## config.mk

```make
export PLATFORM = sky130hd
export DESIGN_NAME = branch_resolve
export DESIGN_NICKNAME = d
export VERILOG_FILES = /design/src/rtl/branch_resolve.sv
export SDC_FILE = /design/constraint.sdc
export NUM_CORES = 1
export LEC_CHECK = 0
export BUFFER_PORTS_ARGS = -buffer_cell sky130_fd_sc_hd__buf_2
export CAP_MARGIN = 20
export CORE_MARGIN = 2
export CORE_UTILIZATION = 25
export CTS_BUF_LIST = sky130_fd_sc_hd__clkbuf_4 sky130_fd_sc_hd__clkbuf_8
export CTS_CLUSTER_SIZE = 14
export DETAILED_ROUTE_END_ITERATION = 6
export MAX_ROUTING_LAYER = met4
export PLACE_DENSITY = 0.51
export SLEW_MARGIN = 25
export SYNTH_ARGS = -nofsm -noshare
export SYNTH_HDL_FRONTEND = slang
export SYNTH_SLANG_ARGS = --single-unit
```

## constraint.sdc

```tcl
create_clock -name clk -period 3.92 [get_ports clk]
set_input_delay 0.392 -clock clk [delete_from_list [all_inputs] [get_ports clk]]
set_output_delay 0.392 -clock clk [all_outputs]
set_load 0.03 [all_outputs]
```

## src/rtl/branch_resolve.sv

```systemverilog
// EX-stage conditional branch resolution: evaluates the branch held in the EX
// register, flags mispredictions, supplies the redirect PC and keeps statistics.
module branch_resolve (
  input  logic        clk,
  input  logic        reset,
  input  logic        stall,
  input  logic        btype_ID,
  input  logic [2:0]  funct3_ID,
  input  logic [31:0] pc_ID,
  input  logic [31:0] imm_ID,
  input  logic        predict_ID,
  input  logic [31:0] rs1_EX,
  input  logic [31:0] rs2_EX,
  output logic        branch_valid_EX,
  output logic        branch_result_EX,
  output logic        mispredict,
  output logic [31:0] redirect_pc,
  output logic [15:0] branch_cnt,
  output logic [15:0] mispredict_cnt
);

  logic        valid_r;
  logic [2:0]  funct3_r;
  logic        predict_r;
  logic [31:0] target_r;
  logic [31:0] fallthrough_r;
  logic [15:0] branch_cnt_r;
  logic [15:0] mispredict_cnt_r;

  logic        result_s;
  logic        mispredict_s;
  logic [31:0] redirect_s;

  function automatic logic branch_taken(input logic [2:0]  funct3,
                                        input logic [31:0] a,
                                        input logic [31:0] b);
    logic taken;
    case (funct3)
      3'b000:  taken = (a == b);
      3'b001:  taken = (a != b);
      3'b100:  taken = ($signed(a) < $signed(b));
      3'b101:  taken = ($signed(a) >= $signed(b));
      3'b110:  taken = (a < b);
      3'b111:  taken = (a >= b);
      default: taken = 1'b0;  // 010/011 are not branch encodings
    endcase
    return taken;
  endfunction

  function automatic logic [15:0] sat_inc(input logic [15:0] value);
    return (value == 16'hFFFF) ? value : value + 16'd1;
  endfunction

  // Resolve the EX branch against forwarded operands in the same cycle
  always_comb begin
    result_s     = 1'b0;
    mispredict_s = 1'b0;
    redirect_s   = 32'h0000_0000;
    if (valid_r) begin
      result_s     = branch_taken(funct3_r, rs1_EX, rs2_EX);
      mispredict_s = (result_s != predict_r);
      if (result_s) begin
        redirect_s = target_r;
      end else begin
        redirect_s = fallthrough_r;
      end
    end else begin
      result_s     = 1'b0;
      mispredict_s = 1'b0;
      redirect_s   = 32'h0000_0000;
    end
  end

  // EX register and statistics counters; a flush overrides the ID load
  always_ff @(posedge clk or negedge reset) begin
    if (!reset) begin
      valid_r          <= 1'b0;
      funct3_r         <= 3'b000;
      predict_r        <= 1'b0;
      target_r         <= 32'h0000_0000;
      fallthrough_r    <= 32'h0000_0000;
      branch_cnt_r     <= 16'h0000;
      mispredict_cnt_r <= 16'h0000;
    end else if (!stall) begin
      if (valid_r) begin
        branch_cnt_r <= sat_inc(branch_cnt_r);
      end
      if (mispredict_s) begin
        mispredict_cnt_r <= sat_inc(mispredict_cnt_r);
        valid_r          <= 1'b0;
      end else begin
        valid_r       <= btype_ID;
        funct3_r      <= funct3_ID;
        predict_r     <= predict_ID;
        target_r      <= pc_ID + imm_ID;
        fallthrough_r <= pc_ID + 32'd4;
      end
    end
  end

  assign branch_valid_EX  = valid_r;
  assign branch_result_EX = result_s;
  assign mispredict       = mispredict_s;
  assign redirect_pc      = redirect_s;
  assign branch_cnt       = branch_cnt_r;
  assign mispredict_cnt   = mispredict_cnt_r;

endmodule

```

# After elaboration in Yosys (flattened, before gate mapping)
# Cells that the tools add are included.
# classes
reduce_logical	4
bitwise_logic	4
add_sub_neg	4
n_eq_ne	10
n_lt_le_gt_ge	4
n_mux	7
# ops
cell	count
32-bit >= comparator	2
32-bit less-than comparator	2
32-bit 2-to-1 mux	2
16-bit by 1-bit adder with 16-bit output, second input constant	2
32-bit by 3-bit adder with 32-bit output, second input constant	1
32-bit adder	1
16-bit equality test, second input constant	2
32-bit equality test	1
32-bit != test	1
3-bit equality test, second input constant	4
1-bit one-hot mux with 6 select lines	1
3-bit AND reduction	2
1-bit 2-to-1 mux	4
1-bit NOT	4
3-bit by 1-bit equality test with 1-bit output, second input constant	1
3-bit zero test	1
2-bit AND reduction	1
1-bit != test	1
# totals
inputBits	136
output_inout_bits	67
wordCells	40
register_bits	101

# Longest topological paths before layout
# Gate-level depths: netlist (run 1).
# logic_depth
ltp_word	7
depth_mapped	13
mapped_depth_nobuf	12

# Worst setup path after synthesis (run 1)
# No wires, ideal clock.
# synth_path
kind	input to output
startpoint	in rs2_EX[6]
endpoint	out redirect_pc[22]
stages	12
setup_slack_ns	0.536
path_buffers	1
required_ns	3.528
arrival_ns	2.992
cell_sequence	inv_1 ha_1 nand4_1 a211oi_1 o31a_1 o41ai_2 a21oi_1 o21a_2 nor3_4 buf_2 mux2i_1 nor2b_1
# synth_via
elab_chain_len	5
# synth_rtl
item	line_no	source
from (decl)	13	input logic [31:0] rs2_EX,
32-bit >= comparator (tied with other cells)	44	3'b111: taken = (a >= b);
1-bit one-hot mux with 6 select lines (*)	38	case (funct3)
1-bit 2-to-1 mux (*)	59	if (valid_r) begin
32-bit 2-to-1 mux (*)	62	if (result_s) begin
32-bit 2-to-1 mux (*)	59	
to (decl)	17	output logic [31:0] redirect_pc,
# Mark *: on every way between the ends. The rest lies on a longest branch, timed or not. The select of a mux whose other input is x is not followed.

# Worst setup path after layout (run 1)
# layout_path
startpoint	in rs2_EX[31]
endpoint	out redirect_pc[26]
# The elaborated chain is that of the path after synthesis.

==> results of run 1 <==
==> where the power goes <==
group / internal [mW] / switching, mW / leakage (nW) / total (mW)
Clock: 0.373 / 0.407 / 0.111 / 0.780
Combinational: 0.938 / 1.14 / 3.28 / 2.08
Sequential: 1.35 / 0.243 / 1.24 / 1.59
Total: 2.66 / 1.79 / 4.63 / 4.45
==> worst max-delay path: cells and delay by family <==
kind                       cells  cell delay (ps)
muxes                          1              310
and+or+nand+nor                7             1420
buffers and inverters          4              540
adders and majority gates      1              360
AOI/OAI and AO/OA              1              210
==> sequential cells by signal, summed over array words and instances, names as in the netlist <==
register	count
branch_cnt	16
branch_valid_EX	1
fallthrough_r	32
funct3_r	3
mispredict_cnt	16
predict_r	1
target_r	32
==> stage by stage <==
| stage | setup WS (ps) | cell area (um^2) |
|---|---|---|
| finish | 286.2 | 9528 |
| global route | 80.64 | 9528 |
| detailed placement | 226.4 | 9293 |
| global placement | 210.8 | 9293 |
| floorplan | 536.4 | 7779 |
| CTS | 213.2 | 9528 |
==> cell usage after synthesis (all sizes together), types with 11 or more instances <==
library cell / n
buf: 11
ha: 66
a21oi: 42
o21a: 11
clkbuf: 13
and3: 21
nor2: 31
inv: 51
nand4: 19
nand3: 18
dfrtp: 101
nor2b: 36
o21ai: 21
nand2: 44
mux2i: 36
xnor2: 63
nor3: 12
mux2: 66
xor2: 24
a21o: 17
==> cell type report <==
class	instances	area, um^2
fill	3259	21060
multi-input combinational	609	4932
sequential	101	2527
timing repair buffer	214	1156
tap	396	495.5
inverter	51	191.4
clock buffer	10	131.4
clock inverter	6	93.84
==> per-layer routing <==
metal,share of wire,wire length [um],track usage,vias to the layer above
li1,-,-,-,3223
met1,0.49,10590,0.1916,3019
met2,0.45,9804,0.2182,186
met3,0.051,1104,0.02344,11
met4,0.0071,154,0.02129,0
met5,0,0,-,-
==> kinds of logic (layout without fill, tap and decap cells) <==
logic type	after synthesis	in the layout
compound gates	140	140
mux	102	102
xor+xnor	87	87
flops	101	101
simple gates	213	213
fa+ha+maj	67	67
buf+inv	75	281
==> how the worst min path moves through the flow <==
stage,from,slack [ps],cells after the start,end
final,funct3_ID[0],250,2,funct3_r[0]
after global routing,funct3_ID[2],220,2,funct3_r[2]
after CTS,funct3_ID[0],210,2,funct3_r[0]
after detailed placement,reset,420,1,fallthrough_r[7]
after global placement,reset,420,1,fallthrough_r[7]
after floorplan,reset,100,0,branch_cnt[0]
==> timing repair <==
| action | CTS | global route |
|---|---|---|
| hold buffers | 1 | 0 |
| endpoints found under the hold margin | 25 | 0 |
| resized for setup | 0 | 0 |
==> results.json, run 1 <==
{
  "status": "finished, final reports clean",
  "slew_violations": 0,
  "synth.cell_area_um2": 7779,
  "p_total_mw": 4.455,
  "grt_max_degree": 37,
  "clock_path_buffers": 2,
  "worstMarginPinSlew_ps": 863.8,
  "critPathLaunchType": "primary input",
  "die_y_um": 180.4,
  "yosysTopAreaCell": "dfrtp_1",
  "antenna_found_initial": 0,
  "r2r_end": "branch_cnt[9]",
  "slowest_delay_ps": 390,
  "synth_top_area_frac": 0.3249,
  "setup_viol": 0,
  "cts_tree": "built",
  "synth-seq-area-share": 0.3249,
  "drc": 0,
  "setup.worst_path.start": "rs2_EX[31]",
  "synth_area_leaders": "dfrtp_1, ha_1, mux2_2",
  "timing.rr.start": "branch_valid_EX",
  "skew_ps": 15.03,
  "worstSkewPairLatency_ps": 380,
  "cap_violations": 0,
  "cp_common_cell": "buf_2",
  "wl_per_cell_um": 15.61,
  "max_freq_ghz": 0.2752,
  "fin_crit_sh": 0.9270,
  "root_buffer": "clkbuf_8",
  "synth_mux_area_frac": 0.1496,
  "grt_pass1_wl_um": 35500,
  "rsz0062_at_grt": "false",
  "cts-htree-levels": 3,
  "drive_gt1_frac": 0.3128,
  "first_pass_iters": 5,
  "hp-class": "in2reg",
  "ys_ff_latch": 101,
  "dp.cells": 1370,
  "postCtsSetupBuffers": 0,
  "numClockSinks": 101,
  "dp_hpwl_um": 17250,
  "reg2reg_depth": 7,
  "synth-simple-area-share": 0.1539,
  "period_needed_ps": 3634,
  "fin_cells": 1387,
  "ir_worst_vdd_uv": 247.8,
  "cp_max_fo": 17,
  "hold_viol_final": 0,
  "synth-xor-area-share": 0.09796,
  "cp.arrival_ps": 3240,
  "mostFrequentLayoutCells": "buf_2, dfrtp_1, ha_1",
  "routed_wl_um": 21650,
  "ys.flop_type": "dfrtp_1",
  "syn_to_final_growth_pct": 22.49,
  "ioPinCount": 203,
  "path_class": "in2out",
  "nets": 1189,
  "coreArea_um2": 30590,
  "drt_iter0_drc": 252,
  "numPortBuffers": 202,
  "detail_route.vias_per_cell": 4.642,
  "gp_congestion": 0.8152,
  "required_ps": 3530,
  "clk_pin_slew_ps": 110,
  "final_common_cell": "buf_2",
  "vias": 6439,
  "ys_warn_count": 0,
  "synthCells": 785,
  "drtAntennaViolNets": 0,
  "crit_chain": "buf_2 -> inv_1 -> ha_1 -> nand4_1 -> nor4_2 -> nand3_1 -> or2_0 -> a21oi_1 -> nor2_2 -> nor3_4 -> buf_12 -> mux2i_1 -> nor2b_1 -> buf_2",
  "final_util": 0.3115,
  "ys_types": 61,
  "initial_core_util": 0.2543,
  "r2r_slack_ps": 1320,
  "synth-edff-count": 0,
  "slowest_stage": "nor4_2",
  "p_leak_nw": 4.629,
  "synth_fa_ha_area_frac": 0.1087,
  "synth_compound_area_frac": 0.1239,
  "antenna_cells": 0,
  "overflow": 0,
  "grt_pass1_vias": 6486,
  "cts_made_buffers": 9,
  "rows": 64,
  "holdWs_ps": 245.4,
  "die_x_um": 180.4,
  "grt_usage": 0.1391,
  "die-area_um2": 32540,
  "synth_nets": 988,
  "tns_ps": 0,
  "synth_top_family_by_area": "simple AND/OR/NAND/NOR gates",
  "synth-async-reset-ratio": 1.000,
  "crit_path_end": "redirect_pc[26]",
  "maxSlewHeadroom": 0.4242,
  "endpoint_kind": "output port",
  "syn_avg_cell_area_um2": 9.909,
  "power_per_cell_area_nw_per_um2": 467.5
}
(Power assumes the default switching activity.)
==> run 2, diff against run 1 <==
- CTS_BUF_LIST: sky130_fd_sc_hd__clkbuf_4 sky130_fd_sc_hd__clkbuf_8 -> sky130_fd_sc_hd__clkbuf_16
==> results.json, run 2 (synthesized netlist as in run 1, its figures left out) <==
{
  "ioPinCount": 203,
  "root_buffer": "clkbuf_16",
  "coreArea_um2": 30590,
  "die_y_um": 180.4,
  "routed_wl_um": 21680,
  "cap_violations": 0,
  "ir_worst_vdd_uv": 218.7,
  "drive_gt1_frac": 0.3121,
  "placed_area_um2": 9293,
  "wl_per_cell_um": 15.64,
  "syn_to_final_growth_pct": 23.61,
  "endpoint_kind": "output port",
  "skew_ps": 10.22,
  "holdWs_ps": 23.72,
  "layout.cell_area.non_filler_um2": 9615,
  "numClockSinks": 101,
  "setup.worst_path.start": "rs2_EX[31]",
  "max_freq_ghz": 0.2752,
  "path_class": "in2out",
  "cts_made_buffers": 9,
  "detail_route.vias_per_cell": 4.644,
  "antenna_found_initial": 0,
  "die_x_um": 180.4,
  "grt_usage": 0.1398,
  "drt_iter0_drc": 256,
  "critPathLaunchType": "primary input",
  "p_leak_nw": 4.671,
  "maxSlewHeadroom": 0.4311,
  "clk_pin_slew_ps": 80,
  "overflow": 0,
  "crit_chain": "buf_2 -> inv_1 -> ha_1 -> nand4_1 -> nor4_2 -> nand3_1 -> or2_0 -> a21oi_1 -> nor2_2 -> nor3_4 -> buf_12 -> mux2i_1 -> nor2b_1 -> buf_2",
  "drtAntennaViolNets": 0,
  "final_common_cell": "buf_2",
  "required_ps": 3530,
  "vias": 6436,
  "power_per_cell_area_nw_per_um2": 486.7,
  "antenna_cells": 0,
  "numPortBuffers": 202,
  "clock_path_buffers": 2,
  "cts_tree": "built",
  "setup_slack_ps": 286.4,
  "initial_core_util": 0.2543,
  "status": "finished, final reports clean",
  "drc": 0,
  "setup_viol": 0,
  "nets": 1188,
  "timing.rr.start": "branch_valid_EX",
  "dp_hpwl_um": 17250,
  "reg_top3": "fallthrough_r: 32 flops, target_r: 32 flops",
  "cp_max_fo": 17,
  "fin_crit_sh": 0.9269,
  "die-area_um2": 32540,
  "cts-htree-levels": 3,
  "postCtsSetupBuffers": 0,
  "place_ws_ps": 226.4,
  "dp.cells": 1370,
  "slew_violations": 0,
  "cp.arrival_ps": 3240,
  "fin_cells": 1386,
  "worstMarginPinSlew_ps": 853.4,
  "period_needed_ps": 3634,
  "grt_pass1_vias": 6495,
  "mostFrequentLayoutCells": "buf_2, dfrtp_1, ha_1",
  "p_total_mw": 4.680,
  "tns_ps": 0,
  "hold_viol_final": 0,
  "hp-class": "in2async",
  "cts_resized": 0,
  "rsz0062_at_grt": "false",
  "cp_common_cell": "buf_2",
  "ctsHoldBuffers": 0,
  "slowest_delay_ps": 390,
  "worstSkewPairLatency_ps": 360,
  "gp_congestion": 0.8152,
  "slowest_stage": "nor4_2",
  "grt_max_degree": 37,
  "first_pass_iters": 4,
  "final_util": 0.3143,
  "grt_pass1_wl_um": 35590,
  "rows": 64
}
run 2: cell types whose count changed in the layout (fill, tap and decap cells not counted):
| cell | delta |
|---|---|
| dlygate4sd3_1 | -1 |
| clkbuf_4 | -1 |
| inv_1 | +1 |
| clkbuf_16 | +9 |
| clkbuf_8 | -9 |
run 2: critical path: cells and delay by family:
| kind | cells | cell delay (ps) |
|---|---|---|
| simple gates | 7 | 1420 |
| buf+inv | 4 | 540 |
| fa+ha+maj | 1 | 360 |
| mux | 1 | 320 |
| compound gates | 1 | 210 |
run 2: path summary, 6_finish.rpt:
kind | to | slack (ps) | depth (start not counted)
worst max-delay path | redirect_pc[26] | 290 | 14
worst min-delay path | fallthrough_r[11] | 20 | 1
worst max register to register | branch_cnt[9] | 1330 | 7
worst min register to register | branch_cnt[14] | 490 | 1
max in group asynchronous | branch_cnt[14] | 3030 | 2
min in group clk | funct3_r[0] | 280 | 2
run 2: where the power goes:
part / switching (mW) / leakage, nW / internal, mW
Sequential: 0.245 / 1.24 / 1.35
Combinational: 1.14 / 3.28 / 0.938
Clock: 0.438 / 0.158 / 0.564
run 2: cell type report:
type,count,area (um^2)
flip-flops and latches,101,2527
fillers,3244,20970
clock buffers,9,225.2
inverters,51,191.4
well taps,396,495.5
clock inverters,7,97.59
repair buffers,213,1146
multi-input cells,609,4932
run 2: metal layers:
metal  global-route usage  vias to the layer above  routed length, um
met5                    -                        -                  0
met4              0.02742                        0                218
met3              0.02344                       13               1277
met2               0.2171                      192               9693
met1               0.1920                     3010              10490
li1                     -                     3221                  -
